==> config.mk <==
export PLATFORM = sky130hd
export DESIGN_NAME = wb_write_queue
export DESIGN_NICKNAME = d
export VERILOG_FILES = /design/src/rtl/wb_write_queue.sv
export SDC_FILE = /design/constraint.sdc
export NUM_CORES = 1
export LEC_CHECK = 0
export BUFFER_PORTS_ARGS = -buffer_cell sky130_fd_sc_hd__buf_2
export CELL_PAD_IN_SITES_DETAIL_PLACEMENT = 1
export CELL_PAD_IN_SITES_GLOBAL_PLACEMENT = 1
export CORE_MARGIN = 2
export CORE_UTILIZATION = 47
export CTS_CLUSTER_DIAMETER = 100
export CTS_CLUSTER_SIZE = 8
export DETAILED_ROUTE_END_ITERATION = 8
export GPL_TIMING_DRIVEN = 1
export PLACE_DENSITY = 0.78
export SYNTH_ARGS = -nofsm -noshare
export SYNTH_HDL_FRONTEND = slang
export SYNTH_SLANG_ARGS = --single-unit
==> constraint.sdc <==
create_clock -name clk -period 6.9 [get_ports clk]
set_input_delay 1.035 -clock clk [delete_from_list [all_inputs] [get_ports clk]]
set_output_delay 1.035 -clock clk [all_outputs]
set_load 0.1 [all_outputs]
==> src/rtl/wb_write_queue.sv <==
// In-order writeback queue feeding the GRF write port, with a newest-first bypass lookup for pending writes.
// Latency: a push is presented at the GRF port no earlier than the next cycle; bypass lookup is combinational.
// Backpressure: in_ready drops only when full and not draining; wb_stall holds the head. Optional WB_TRACE_EN prints each GRF write.
module wb_write_queue #(
    parameter int DEPTH = 4,
    parameter int AW    = 2
) (
    input  logic          clk,
    input  logic          reset,
    input  logic          in_valid,
    output logic          in_ready,
    input  logic [31:0]   in_pc,
    input  logic [4:0]    in_addr,
    input  logic [31:0]   in_data,
    input  logic          wb_stall,
    output logic          grf_we,
    output logic [4:0]    grf_addr,
    output logic [31:0]   grf_data,
    output logic [31:0]   grf_pc,
    input  logic [4:0]    rd_addr_a,
    input  logic [4:0]    rd_addr_b,
    output logic          hit_a,
    output logic          hit_b,
    output logic [31:0]   byp_data_a,
    output logic [31:0]   byp_data_b,
    output logic [AW:0]   count
);

    typedef struct packed {
        logic [31:0] pc;
        logic [4:0]  addr;
        logic [31:0] data;
    } entry_t;

    localparam logic [AW:0] FULL = (AW+1)'(DEPTH);

    entry_t        mem_q [DEPTH];
    logic [AW-1:0] head_q, tail_q;
    logic [AW:0]   count_q, count_d;
    logic          drain, push;

    assign drain    = (count_q != '0) && !wb_stall && !reset;
    assign in_ready = (count_q < FULL) || drain;
    assign push     = in_valid && in_ready && (in_addr != 5'd0);
    assign grf_we   = drain;
    assign count    = count_q;

    always_comb begin
        grf_addr = 5'd0;
        grf_data = 32'd0;
        grf_pc   = 32'd0;
        if (count_q != '0) begin
            grf_addr = mem_q[head_q].addr;
            grf_data = mem_q[head_q].data;
            grf_pc   = mem_q[head_q].pc;
        end
    end

    always_comb begin
        case ({push, drain})
            2'b10:   count_d = count_q + (AW+1)'(1);
            2'b01:   count_d = count_q - (AW+1)'(1);
            default: count_d = count_q;
        endcase
    end

    // Walk oldest to newest so a later match overwrites an earlier one.
    always_comb begin
        logic [AW-1:0] idx;
        hit_a      = 1'b0;
        hit_b      = 1'b0;
        byp_data_a = 32'd0;
        byp_data_b = 32'd0;
        idx        = head_q;
        for (int i = 0; i < DEPTH; i++) begin
            idx = head_q + i[AW-1:0];
            if ((AW+1)'(i) < count_q) begin
                if (rd_addr_a != 5'd0 && mem_q[idx].addr == rd_addr_a) begin
                    hit_a      = 1'b1;
                    byp_data_a = mem_q[idx].data;
                end
                if (rd_addr_b != 5'd0 && mem_q[idx].addr == rd_addr_b) begin
                    hit_b      = 1'b1;
                    byp_data_b = mem_q[idx].data;
                end
            end
        end
    end

    always_ff @(posedge clk) begin
        if (reset) begin
            head_q  <= '0;
            tail_q  <= '0;
            count_q <= '0;
            for (int i = 0; i < DEPTH; i++) begin
                mem_q[i] <= '0;
            end
        end else begin
            if (push) begin
                mem_q[tail_q] <= '{pc: in_pc, addr: in_addr, data: in_data};
                tail_q        <= tail_q + AW'(1);
            end
            if (drain) begin
                head_q <= head_q + AW'(1);
            end
            count_q <= count_d;
        end
    end

`ifdef WB_TRACE_EN
    always @(posedge clk) begin
        if (!reset && grf_we) begin
            $display("@%h: $%d <= %h", grf_pc, grf_addr, grf_data);
        end
    end
`endif

endmodule

; Yosys cells after proc, flatten, opt, wreduce, memory -nomap -nowiden
; Memory sizes are Yosys's and may differ from the RTL's. A register that Yosys moved wholly into a read port is not among the register bits.
; Index checks and enable logic that the tools add are counted.
[word_totals]
rom_bits = 0
out_inout_bits = 140
word_cells = 92
regBits = 7
latch_bits = 0
inputBits = 83
n_memories = 1
ramBits = 276
[op_classes]
reduce_logical = 21
n_bitwise = 0
add_sub_neg = 6
eq_ne = 10
shift = 0
n_mul = 0
n_mux = 46
n_lt_le_gt_ge = 5
div = 0
[mem_list]
columns = memory, depth, width, rd, rd_ports_with_merged_regs, wr, line
row1 = mem_q, 4, 69, 4, 1, 4, 37  ; entry_t mem_q [DEPTH];
[op_table]
columns = cell, n
row1 = 2-to-1 mux 32 bit, 18
row2 = 2-to-1 mux 69 bit, 1
row3 = OR reduction 69 bit, 1
row4 = == test 5 bit, 8
row5 = 2-to-1 mux 1 bit, 22
row6 = nonzero test 5 bit, 3
row7 = logical AND 1 bit, 12
row8 = < comparator 1 x 3 -> 1 bit (first input constant), 2
row9 = < comparator 2 x 3 -> 1 bit (first input constant), 2
row10 = 2-to-1 mux 2 bit, 3
row11 = case mux 3 bit (2 select lines), 1
row12 = 2-to-1 mux 5 bit, 1
row13 = adder 2 x 1 -> 2 bit (second input constant), 2
row14 = adder 2 bit (second input constant), 2
row15 = adder 3 x 1 -> 3 bit (second input constant), 1
row16 = < comparator 3 bit (second input constant), 1
row17 = nonzero test 3 bit, 1
row18 = subtractor 3 x 1 -> 3 bit (second input constant), 1
row19 = == test 2 x 1 -> 1 bit (second input constant), 1
row20 = == test 2 bit (second input constant), 1
row21 = zero test 1 bit, 2
row22 = nonzero test 2 bit, 1
row23 = logical OR 1 bit, 1

; Longest topological paths before layout
[depth]
ltp_word = 11
ltp_mapped = 11
ltp_nobuf = 8

; Least setup slack after synthesis
; OpenSTA, ideal clock, no wires.
[synth_path]
kind = input to register
from = in reset
to = mem mem_q[1][0] in the netlist's numbering (enable)
cell_stages = 4
t_arrival_ps = 7467
path_buffers = 1
setup_slack_ps = -1077
required_ps = 6389
setup_time_ps = 511
path_cell_list = clkbuf_1 o21ai_0 o211ai_1 o21bai_1
[synth_rtl]
columns = item, line
row1 = start: declaration, 9  ; input logic reset,
row2 = end: declaration, 37

; Final worst setup path
[layout_path]
from = reg head_q[0]
to = out byp_data_a[1]
[layout_between]
elab_chain_len = 10
word_cells_on_any_way = 16
cone_classes = add/sub: 3 / eq/ne: 3 / mux: 6 / reduce/logical: 3 / memory: 1
[layout_rtl]
columns = item, line
row1 = start: declaration, 38  ; logic [AW-1:0] head_q, tail_q;
row2 = start signal: assignment, 104  ; head_q <= head_q + AW'(1);
row3 = adder 2 x 1 -> 2 bit, 76  ; idx = head_q + i[AW-1:0];
row4 = memory (4 x 69 bit) (*), -
row5 = == test 5 bit, 78  ; if (rd_addr_a != 5'd0 && mem_q[idx].addr == rd_addr_a) begin
row6 = logical AND 1 bit, 78
row7 = 2-to-1 mux 32 bit, 78
row8 = 2-to-1 mux 32 bit, 77  ; if ((AW+1)'(i) < count_q) begin
row9 = 2-to-1 mux 32 bit, 78
row10 = 2-to-1 mux 32 bit, 77
row11 = 2-to-1 mux 32 bit, 78
row12 = 2-to-1 mux 32 bit (*), 77
row13 = end: declaration, 24  ; output logic [31:0] byp_data_a,
; Every way passes the cells marked *; elsewhere a longest branch is shown, timed or not.

==> key figures <==
Critical path
  • Crit path launch type: flip-flop
  • R2R Path Start: count[1]$_SDFFE_PP0P_
  • CP endpoint kind: primary output
  • CP required: a little under 6 ns
  • CP startpoint: head_q[0]$_SDFFE_PP0P_
  • R2R Setup Slk: 3.53 ns
  • Worst Reg-to-Reg Cells: 8
  • Kind of critical path: flip-flop to primary output
  • Worst EP arrival: a little under 5 ns
  • Crit Path Max Fanout: 53
  • Reg-to-reg endpoint: count[2]$_SDFFE_PP0P_

STA
  • Crit path time final: 5.93 ns
  • Slew @ Worst Pin: 1.10 ns
  • Final cycle utilization of the critical path: 86.0%
  • Final hold vios: 0
  • Setup Skew: ~0.0095 ns
  • Final setup viols: 0
  • Hold WS: approximately 0.70 ns
  • Pins Over Slew Limit: 0
  • Slew headroom: 26.2%
  • Unrepaired setup endpoints after global routing: false
  • Fmax: ~170 MHz

GRT
  • Global Route Usage Sum: just under 30%
  • First-pass GRT wire length: between 80000 and 90000 um
  • Vias in the first global route: 14800
  • Largest net degree at the start of global routing: 84
  • Initial antenna violation count: 7
  • GR Overflow Total: 0

Detailed routing
  • Final wirelength: ~58000 um
  • Iteration-0 DRC Markers: approximately 970
  • Via density: 6.15
  • Pre-antenna DRT Iters: 5
  • DR vias: ~14000
  • Antenna Nets Post-Route: 0
  • Average wire per standard cell: 25.6 um
  • Number of remaining DRC errors: 0

Min path
  • Hold_sp: tail_q[1]$_SDFFE_PP0P_
  • Hold Path Class: flip-flop to flip-flop
  • Hold path cells: 2
  • Hold Path End: tail_q[1]$_SDFFE_PP0P_

Synth
  • Number of flops mapped to enable cells by yosys: between 200 and 300
  • Syn Inst Count: around 1600
  • Syn Area/Cell: roughly 11 um^2
  • Cell variety after synth: 54
  • Register area share after synthesis: between 40 and 50%
  • Syn_nets: approximately 1700
  • Synthesized area: approximately 0.018 mm^2
  • Top_reg_cell synth: edfxtp_1
  • Synth warn: 0
  • Ys async rst share: 0%
  • #FFs+latches synth: 285

Placed design
  • PortBufs: ~220
  • Dpl hpwl: 35700 um
  • Placed Instances: 2184
  • Gpl congestion: 0.877

Clocking
  • Clock sink count: roughly 290
  • Post-cts resize count: 0
  • H-tree Lvls: 2
  • Total CTS buffers: 41
  • Clk_lat worst skew: between 0.5 and 0.6 ns
  • CTS tree: built
  • Clk pin slew, worst setup/hold paths: ~0.05 ns
  • Post-CTS setup buffer count: 0
  • CTS root buffer: clkbuf_16
  • CTS Hold Bufs: 0
  • Clock Path Buffers: 3

Floorplanning
  • Die Ht: ~200 um
  • Die span in x: between 150 and 200 um
  • Initial core utilization: roughly 47%
  • # IOs: roughly 220
  • Die Footprint: between 0.03 and 0.04 mm^2
  • # rows: slightly above 70
  • Core area: 0.0374 mm^2

Pwr
  • Pwr Density: about 310 mW/mm^2
  • Lkg Pwr: just under 8 nW
  • Max IR drop VDD: 265 uV
  • Power Total: between 6 and 7 mW

Finish
  • Synth-to-layout area growth: 14.3%
  • Fillers: slightly below 4000
  • Total Nets Final: about 1800
  • Final cell count without fillers: about 2200
  • Fraction of layout cells with a size suffix above 1: 28.1%

Run
  • Max-Cap Viols: 0

Status
  • Status: completed
-- worst max-delay path, cell delays in order, from the launching register on --
cell	delay [ns]
dfxtp_4	0.91
mux4_2	0.67
xnor2_1	0.15
nand4_1	0.13
buf_4	0.42
or2_2	0.79
mux2i_1	0.19
a211oi_1	0.54
buf_2	0.53
-- cell type report --
| type | count | area [um^2] | share of cell area, % |
|---|---|---|---|
| clock buffer | 56 | 1080 | 5.35 |
| sequential | 285 | 8480 | 41.9 |
| antenna | 3 | 7.51 | 0.0371 |
| clock inverter | 4 | 46.3 | 0.229 |
| timing repair buffer | 244 | 1280 | 6.31 |
| multi-input combinational | 1067 | 8420 | 41.6 |
| inverter | 77 | 289 | 1.43 |
| tap | 511 | 639 | 3.16 |
-- synth_stat cells, drive strengths merged (2+ instances only) --
library cell  instances  area, um^2
buf                  50         273
o2bb2ai               2        17.5
and2                100         626
nand2b                2        12.5
a21oi                11        55.1
nor4b                 2        23.8
a211oi               61         598
a221oi                3        26.3
or2                   2        12.5
nor3b                 3        33.8
xor2                  9        78.8
a31oi                28         175
ha                    5        62.6
nor2                161         607
nor4                  3        18.8
clkbuf               96         360
o21a                  2        15.0
dfxtp                 9         180
a211o                 4        35.0
o22ai                30         188
nand2               134         503
and3                  2        12.5
o21ai                90         450
nand4                 7        43.8
o21bai                3        22.5
or3                   3        18.8
xnor2                33         289
inv                  77         289
mux4                115        2590
or4b                  2        23.8
nand3                 3        15.0
mux2i                41         410
nor3                 95         475
nor2b                71         444
mux2                 32         360
edfxtp              276        8290
-- state kept, by name (all words and copies together) (netlist names), named ones only --
register and flops:
tail_q 2, mem_q 276, count 3, head_q 2
-- per-layer routing --
layer	up-vias	share of wire (%)	global-route usage (%)
li1	6061	-	-
met1	7054	40	36.3
met2	545	49	51.2
met3	147	7.4	6.47
met4	8	3.4	12.1
met5	-	0.089	0
-- power by group --
part | internal [mW] | total [mW] | switching (mW) | leakage, nW
registers | 2.06 | 2.20 | 0.146 | 2.95
clock network | 1.08 | 1.81 | 0.727 | 0.545
logic | 0.575 | 2.25 | 1.67 | 4.29
total | 3.72 | 6.26 | 2.55 | 7.79
-- worst max-delay path by stage --
stage	to	slack, ns	cells after the start
6_report	byp_data_a[1]	0.97	8
5_1_grt	byp_data_a[1]	0.82	8
4_1_cts	byp_data_a[1]	0.95	8
3_5_place_dp	byp_data_a[1]	1.54	8
3_3_place_gp	byp_data_a[1]	1.63	8
2_1_floorplan	mem_q[1][0]$_SDFFCE_PN0P_	-1.08	4
-- cells by family (layout without fill, tap and decap cells) --
group	Yosys count	after routing	share of synthesized area (%)
mux	188	188	19.0
flops	285	285	47.8
simple gates	595	595	16.5
other cells	0	3	0
xor+xnor	42	42	2.08
compound gates	237	237	9.07
fa+ha+maj	5	5	0.353
buf+inv	223	381	5.21
-- stage by stage --
| stage | area (um^2) | setup slack (ns) | util [%] | setup TNS, ns |
|---|---|---|---|---|
| floorplan | 17700 | -1.08 | - | -148.64 |
| global placement | 19100 | 1.63 | 51.1 | 0 |
| detailed placement | 19100 | 1.54 | 51.1 | 0 |
| CTS | 20200 | 0.951 | 54.1 | 0 |
| global route | 20200 | 0.815 | 54.1 | 0 |
| finish | 20200 | 0.966 | 54.1 | 0 |
-- cells in the final DEF (no fill, tap or decap), types with 33 or more instances in the layout --
master       n
and2_1     100
buf_2      222
clkbuf_16   41
edfxtp_1   276
inv_1       76
mux2i_1     41
mux4_2     115
nand2_1    133
nor2_1     159
nor2b_1     70
nor3_1      95
o21ai_0     78
xnor2_1     33
(Power assumes the default switching activity.)
